`config.mk`:
```
export PLATFORM = sky130hd
export DESIGN_NAME = alu_mul_seq
export DESIGN_NICKNAME = d
export VERILOG_FILES = /design/src/rtl/alu_mul_seq.sv
export SDC_FILE = /design/constraint.sdc
export NUM_CORES = 1
export LEC_CHECK = 0
export ABC_AREA = 1
export CAP_MARGIN = 20
export CORE_AREA = 2 2 153 125
export CTS_BUF_LIST = sky130_fd_sc_hd__clkbuf_4 sky130_fd_sc_hd__clkbuf_8
export DETAILED_ROUTE_END_ITERATION = 10
export DIE_AREA = 0 0 155 127
export SLEW_MARGIN = 20
export SYNTH_ARGS = -nofsm -noshare
export SYNTH_HDL_FRONTEND = slang
export SYNTH_SLANG_ARGS = --single-unit
```
`constraint.sdc`:
```
create_clock -name clk -period 3 [get_ports clk]
set_input_delay 0.75 -clock clk [delete_from_list [all_inputs] [get_ports clk]]
set_output_delay 0.75 -clock clk [all_outputs]
set_load 0.02 [all_outputs]
```
`src/rtl/alu_mul_seq.sv`:
```
// Sequential shift-add multiplier driving an external ALU adder, one add per cycle.
// Returns the low WIDTH bits of op_a*op_b; busy covers RUN and DONE, done pulses once.
module alu_mul_seq #(
    parameter int unsigned WIDTH      = 32,
    parameter bit          EARLY_EXIT = 1'b1
) (
    input  logic             clk,
    input  logic             rst_n,
    input  logic             start,
    input  logic [WIDTH-1:0] op_a,
    input  logic [WIDTH-1:0] op_b,
    output logic             busy,
    output logic             done,
    output logic [WIDTH-1:0] result,
    output logic [WIDTH-1:0] alu_a,
    output logic [WIDTH-1:0] alu_b,
    output logic [1:0]       alu_sel,
    input  logic [WIDTH-1:0] alu_out
);

    localparam int unsigned     CntW    = (WIDTH > 1) ? $clog2(WIDTH) : 1;
    localparam logic [CntW-1:0] LastCnt = CntW'(WIDTH - 1);

    typedef enum logic [1:0] {StIdle, StRun, StDone} state_e;

    state_e           state;
    logic [WIDTH-1:0] acc;
    logic [WIDTH-1:0] mcand;
    logic [WIDTH-1:0] mplier;
    logic [WIDTH-1:0] result_q;
    logic [CntW-1:0]  cnt;
    logic             busy_q;
    logic             done_q;
    logic             last_iter;

    // Early exit once no set multiplier bits remain beyond the one consumed this cycle.
    assign last_iter = (cnt == LastCnt) || (EARLY_EXIT && ((mplier >> 1) == '0));

    always_ff @(posedge clk or negedge rst_n) begin
        if (!rst_n) begin
            state    <= StIdle;
            acc      <= '0;
            mcand    <= '0;
            mplier   <= '0;
            result_q <= '0;
            cnt      <= '0;
            busy_q   <= 1'b0;
            done_q   <= 1'b0;
        end else begin
            unique case (state)
                StIdle: begin
                    if (start) begin
                        mcand  <= op_a;
                        mplier <= op_b;
                        acc    <= '0;
                        cnt    <= '0;
                        busy_q <= 1'b1;
                        state  <= StRun;
                    end
                end
                StRun: begin
                    if (mplier[0]) begin
                        acc <= alu_out;
                    end
                    mcand  <= mcand << 1;
                    mplier <= mplier >> 1;
                    cnt    <= cnt + CntW'(1);
                    if (last_iter) begin
                        done_q <= 1'b1;
                        state  <= StDone;
                    end
                end
                StDone: begin
                    result_q <= acc;
                    done_q   <= 1'b0;
                    busy_q   <= 1'b0;
                    state    <= StIdle;
                end
                default: begin
                    done_q <= 1'b0;
                    busy_q <= 1'b0;
                    state  <= StIdle;
                end
            endcase
        end
    end

    assign busy    = busy_q;
    assign done    = done_q;
    // In DONE the final acc is not yet in result_q, so expose it directly.
    assign result  = (state == StDone) ? acc : result_q;
    assign alu_a   = (state == StRun) ? acc : '0;
    assign alu_b   = (state == StRun) ? mcand : '0;
    assign alu_sel = 2'b00;

endmodule
```
**Yosys cells after proc, flatten, opt, wreduce, memory -nomap -nowiden**

Index checks and enable logic that the tools add are counted.

- Register bits after elaboration: 137
- Output and inout bits: 100
- Word-level logic and storage cells: 45

- Add/sub/neg operators: 1
- Equality and inequality tests: 6
- Mux-type cells: 19
- Bitwise gates (word level): 2
- Reductions and logical operators: 9

Operator list:

| operator | number |
|---|---|
| $mux W32 | 7 |
| $pmux W32 S2 | 3 |
| $logic_not A32 Y1 | 1 |
| $pmux W5 S2 | 1 |
| $reduce_and A2 Y1 | 4 |
| $ne A2 B2 Y1 const B | 3 |
| $add A5 B1 Y5 const B | 1 |
| $eq A5 B5 Y1 const B | 1 |
| $mux W5 | 1 |
| $mux W2 | 2 |
| $pmux W1 S2 | 2 |
| $pmux W2 S2 | 1 |
| $reduce_and A3 Y1 | 1 |
| $eq A2 B1 Y1 const B | 1 |
| $eq A2 B2 Y1 const B | 1 |
| $logic_not A2 Y1 | 1 |
| $mux W1 | 2 |
| $not A1 Y1 | 2 |
| $reduce_bool A2 Y1 | 1 |
| $logic_or A1 B1 Y1 | 1 |

**Logic depth before layout (Yosys ltp)**

- Depth in word-level cells: 4
- Depth in mapped cells: 8

**Worst setup path before layout**

No wires, ideal clock.

- Path type: flip-flop to output port
- Start: reg state[0]
- End: out result[10]
- Arrival time: 1354 ps
- Slack: 896 ps
- Cell stages (with the launch flop): 5
- Buffers on the path: 1
- Cells stage by stage: dfrtp_1 > inv_1 > nand2_1 > clkbuf_1 > o21ai_0

- Word-level cells in the longest chain between the ends: 2

RTL lines:

| element | line | source |
|---|---|---|
| from (decl) | 26 | `state_e state;` |
| from (signal assigned) | 41 | `state <= StIdle;` |
| from (signal assigned) | 58 | `state <= StRun;` |
| from (signal assigned) | 70 | `state <= StDone;` |
| $eq A2 B2 Y1 | 91 | `assign result = (state == StDone) ? acc : result_q;` |
| $mux W32 | n/a |  |
| to (decl) | 14 | `output logic [WIDTH-1:0] result,` |

No other way between the ends.

**Worst setup path after layout**

- Start: reg state[1]
- End: out alu_b[11]

- Word-level cells in the longest chain between the ends: 2

RTL lines:

| element | line | source |
|---|---|---|
| $eq A2 B1 Y1 | 93 | `assign alu_b = (state == StRun) ? mcand : '0;` |
| $mux W32 | 93 |  |
| to (decl) | 16 | `output logic [WIDTH-1:0] alu_b,` |

No other way between the ends.

==> impl_metrics.json <==
{
  "crit_path_end_kind": "primary output",
  "post_cts.repair.setup_buffers": 0,
  "diodes": 0,
  "grt-busiest-layer": "met1",
  "ctsHoldBuffers": 0,
  "fmax_ghz": 0.3459,
  "setup_viol_count_final": 0,
  "cts-resized-gates": 13,
  "layout.cell_area.non_filler_um2": 8917,
  "hold_path.class": "primary input to async pin",
  "detail_route.wl_per_cell_um": 15.00,
  "ios": 199,
  "viasPerCell": 4.708,
  "postPlaceCellArea_um2": 8431,
  "clock_skew_ns": 0.01135,
  "clockBufferDepth": 2,
  "outcome": "completed",
  "min_period_over_period": 0.9635,
  "grt_setup_unrepaired": "yes",
  "met1_usage": 0.2618,
  "worst-path-max-fanout": 29,
  "globalRouteMet2Util": 0.2596,
  "global_route.overflow_total": 0,
  "rows": 44,
  "final-hold-violation-count": 0,
  "period_minus_slack_ns": 2.891,
  "drt_drc_violations_left": 0,
  "synth.yosys.seq_area_share": 0.5445,
  "dieHeight_um": 127,
  "grt_pass1_wl_mm": 27.96,
  "gate_count_after_technology_mapping": 725,
  "syn-cell-area_um2": 6296,
  "buffer_ports.inserted": 196,
  "starting_density": 0.3497,
  "dr.first_iter.drc_count": 341,
  "insertion_delay_ns": 0.44,
  "ys.warnings.count": 0,
  "hpwlAfterDp_mm": 11.59,
  "cts.sinks": 137,
  "drt_pre_antenna_iters": 4,
  "postSynthRegisterBits": 137,
  "grt_max_degree": 70,
  "power.density_cell_area_nw_per_um2": 1005,
  "cap_violations": 0,
  "clock-root-buffer": "sky130_fd_sc_hd__clkbuf_8",
  "nets": 1009,
  "worstPathArrival_ns": 2.14,
  "tritoncts": "done",
  "gpl.final_weighted_congestion": 0.7734,
  "area_growth_pct": 41.63,
  "critical_path_class": "flip-flop to primary output",
  "grt_pass1_vias": 5324,
  "tightestPinTransition_ns": 0.6403,
  "antenna_found_initial": 0,
  "synth_area_per_cell_um2": 8.684,
  "netlist-cell-type-count": 26,
  "cts-htree-levels": 4,
  "detailroute.via_count": 5410,
  "core_area_um2": 18000,
  "relSlewSlack": 0.5731,
  "detail_route.wirelength_mm": 17.23,
  "setup.worst_path.start_class": "flip-flop",
  "grt_util_all_layers": 0.1794,
  "met3_usage": 0.05597,
  "die_footprint_um2": 19690,
  "maxSlewViolCount": 0,
  "ir_worst_vdd_v": 0.0004415,
  "postLayoutCoreUtil": 0.4953,
  "tritoncts.num_buffers": 17,
  "cp.required_ns": 2.25,
  "final_ant_viol_nets": 0,
  "chipWidth_um": 155,
  "layout-drive-gt1-share": 0.09358,
  "worst_setup_hold_path_clk_slew_ns": 0.08,
  "power.static_leakage_nw": 4.402
}
[path summary, 6_finish.rpt]
| path | from | slack, ns | endpoint | cells after the start |
|---|---|---|---|---|
| min in group clk | done$_DFFE_PN0P_ | 0.48 | done$_DFFE_PN0P_ | 2 |
| worst max-delay path | state[1]$_DFFE_PN0P_ | 0.11 | alu_b[11] | 4 |
| worst min register to register | done$_DFFE_PN0P_ | 0.48 | done$_DFFE_PN0P_ | 2 |
| worst max register to register | state[1]$_DFFE_PN0P_ | 0.91 | acc[5]$_DFFE_PN0P_ | 7 |
| max in group asynchronous | rst_n | 1.87 | mcand[31]$_DFFE_PN0P_ | 2 |
| worst min-delay path | rst_n | 0.30 | result_q[11]$_DFF_PN0_ | 1 |
[area by class of cell]
type,count,area [um2]
fillers,1778,9085
clock inverters,8,96.34
clock buffers,22,290.3
multi-input cells,451,2265
inverters,88,330.3
repair buffers,213,2220
well taps,230,287.8
flip-flops and latches,137,3428
[where the power goes]
part	switching, mW	internal, mW
combinational	2.74	1.82
sequential	0.296	2.60
clock	0.699	0.810
[state kept, by name, indices dropped and copies added (netlist names)]
signal / flops
result_q: 32
state: 2
done: 1
mplier: 32
acc: 32
mcand: 32
busy: 1
cnt: 5
[logic make-up (layout without fill, tap and decap cells)]
family / count (synthesis) / in the layout / share of synthesized area
AO/OA/AOI/OAI: 168 / 168 / 0.1620
adder cells (fa/ha/maj): 2 / 2 / 0.003974
buffers and inverters: 138 / 331 / 0.09897
flip-flops: 137 / 137 / 0.5445
other: 1 / 2 / 0.0005956
AND/OR/NAND/NOR: 279 / 279 / 0.1900
[worst max-delay path, cell delays in order (launching register included)]
cell and delay, ns:
sky130_fd_sc_hd__dfrtp_1 0.44, sky130_fd_sc_hd__inv_2 0.13, sky130_fd_sc_hd__nand2_8 0.16, sky130_fd_sc_hd__nor2_1 0.30, sky130_fd_sc_hd__clkdlybuf4s50_1 0.67
[cell usage after synthesis (all sizes together)]
cell,count,area (um2)
nand3,35,175.2
a32o,1,10.01
buf,39,251.5
a211oi,17,212.7
ha,2,25.02
and2,1,6.260
o21ai,114,570.6
a22o,2,17.52
clkbuf,11,41.29
a21oi,3,15.01
conb,1,3.750
inv,88,330.3
nor2,109,416.7
nor3,18,150.2
dfrtp,137,3428
nand2,115,441.7
nand4,1,6.260
a31oi,31,193.9
[stage by stage]
stage | setup slack, ns | instances | total power, mW | setup TNS [ns] | hold slack [ns]
after global placement | 0.4625 | 1119 | 7.539 | 0 | 0.4770
after floorplan | 0.8956 | 726 | 5.782 | 0 | 0.4544
after detailed placement | 0.4505 | 1119 | 7.595 | 0 | 0.4709
after global routing | -0.04210 | 1149 | 9.669 | -0.07265 | 0.3319
after CTS | 0.0006815 | 1149 | 9.107 | 0 | 0.3139
final | 0.1094 | 1149 | 8.961 | 0 | 0.3013
[cells in the final DEF (no fill, tap or decap), types with 2 or more instances in the layout]
cell type,n
sky130_fd_sc_hd__ha_1,2
sky130_fd_sc_hd__bufinv_16,2
sky130_fd_sc_hd__buf_4,13
sky130_fd_sc_hd__nand2_2,4
sky130_fd_sc_hd__inv_1,85
sky130_fd_sc_hd__a31oi_1,31
sky130_fd_sc_hd__dfrtp_1,137
sky130_fd_sc_hd__nor3_1,6
sky130_fd_sc_hd__a22o_1,2
sky130_fd_sc_hd__nor2_1,108
sky130_fd_sc_hd__nor3_2,12
sky130_fd_sc_hd__nand3_1,35
sky130_fd_sc_hd__o21ai_1,24
sky130_fd_sc_hd__inv_2,3
sky130_fd_sc_hd__a211oi_2,17
sky130_fd_sc_hd__clkbuf_8,20
sky130_fd_sc_hd__conb_1,2
sky130_fd_sc_hd__clkdlybuf4s50_1,142
sky130_fd_sc_hd__a21oi_1,3
sky130_fd_sc_hd__buf_12,3
sky130_fd_sc_hd__dlygate4sd2_1,12
sky130_fd_sc_hd__o21ai_0,90
sky130_fd_sc_hd__buf_6,2
sky130_fd_sc_hd__nand2_1,110
sky130_fd_sc_hd__dlymetal6s2s_1,41
sky130_fd_sc_hd__clkbuf_4,2
sky130_fd_sc_hd__clkinv_2,4
[per-layer routing]
layer	vias up	wire length (um)	part of all wire
met3	17	1092	0.063
li1	2705	-	-
met4	0	216	0.013
met5	-	0	0
met2	155	7457	0.43
met1	2533	8464	0.49
No activity file was read; power rests on OpenSTA's default activity.
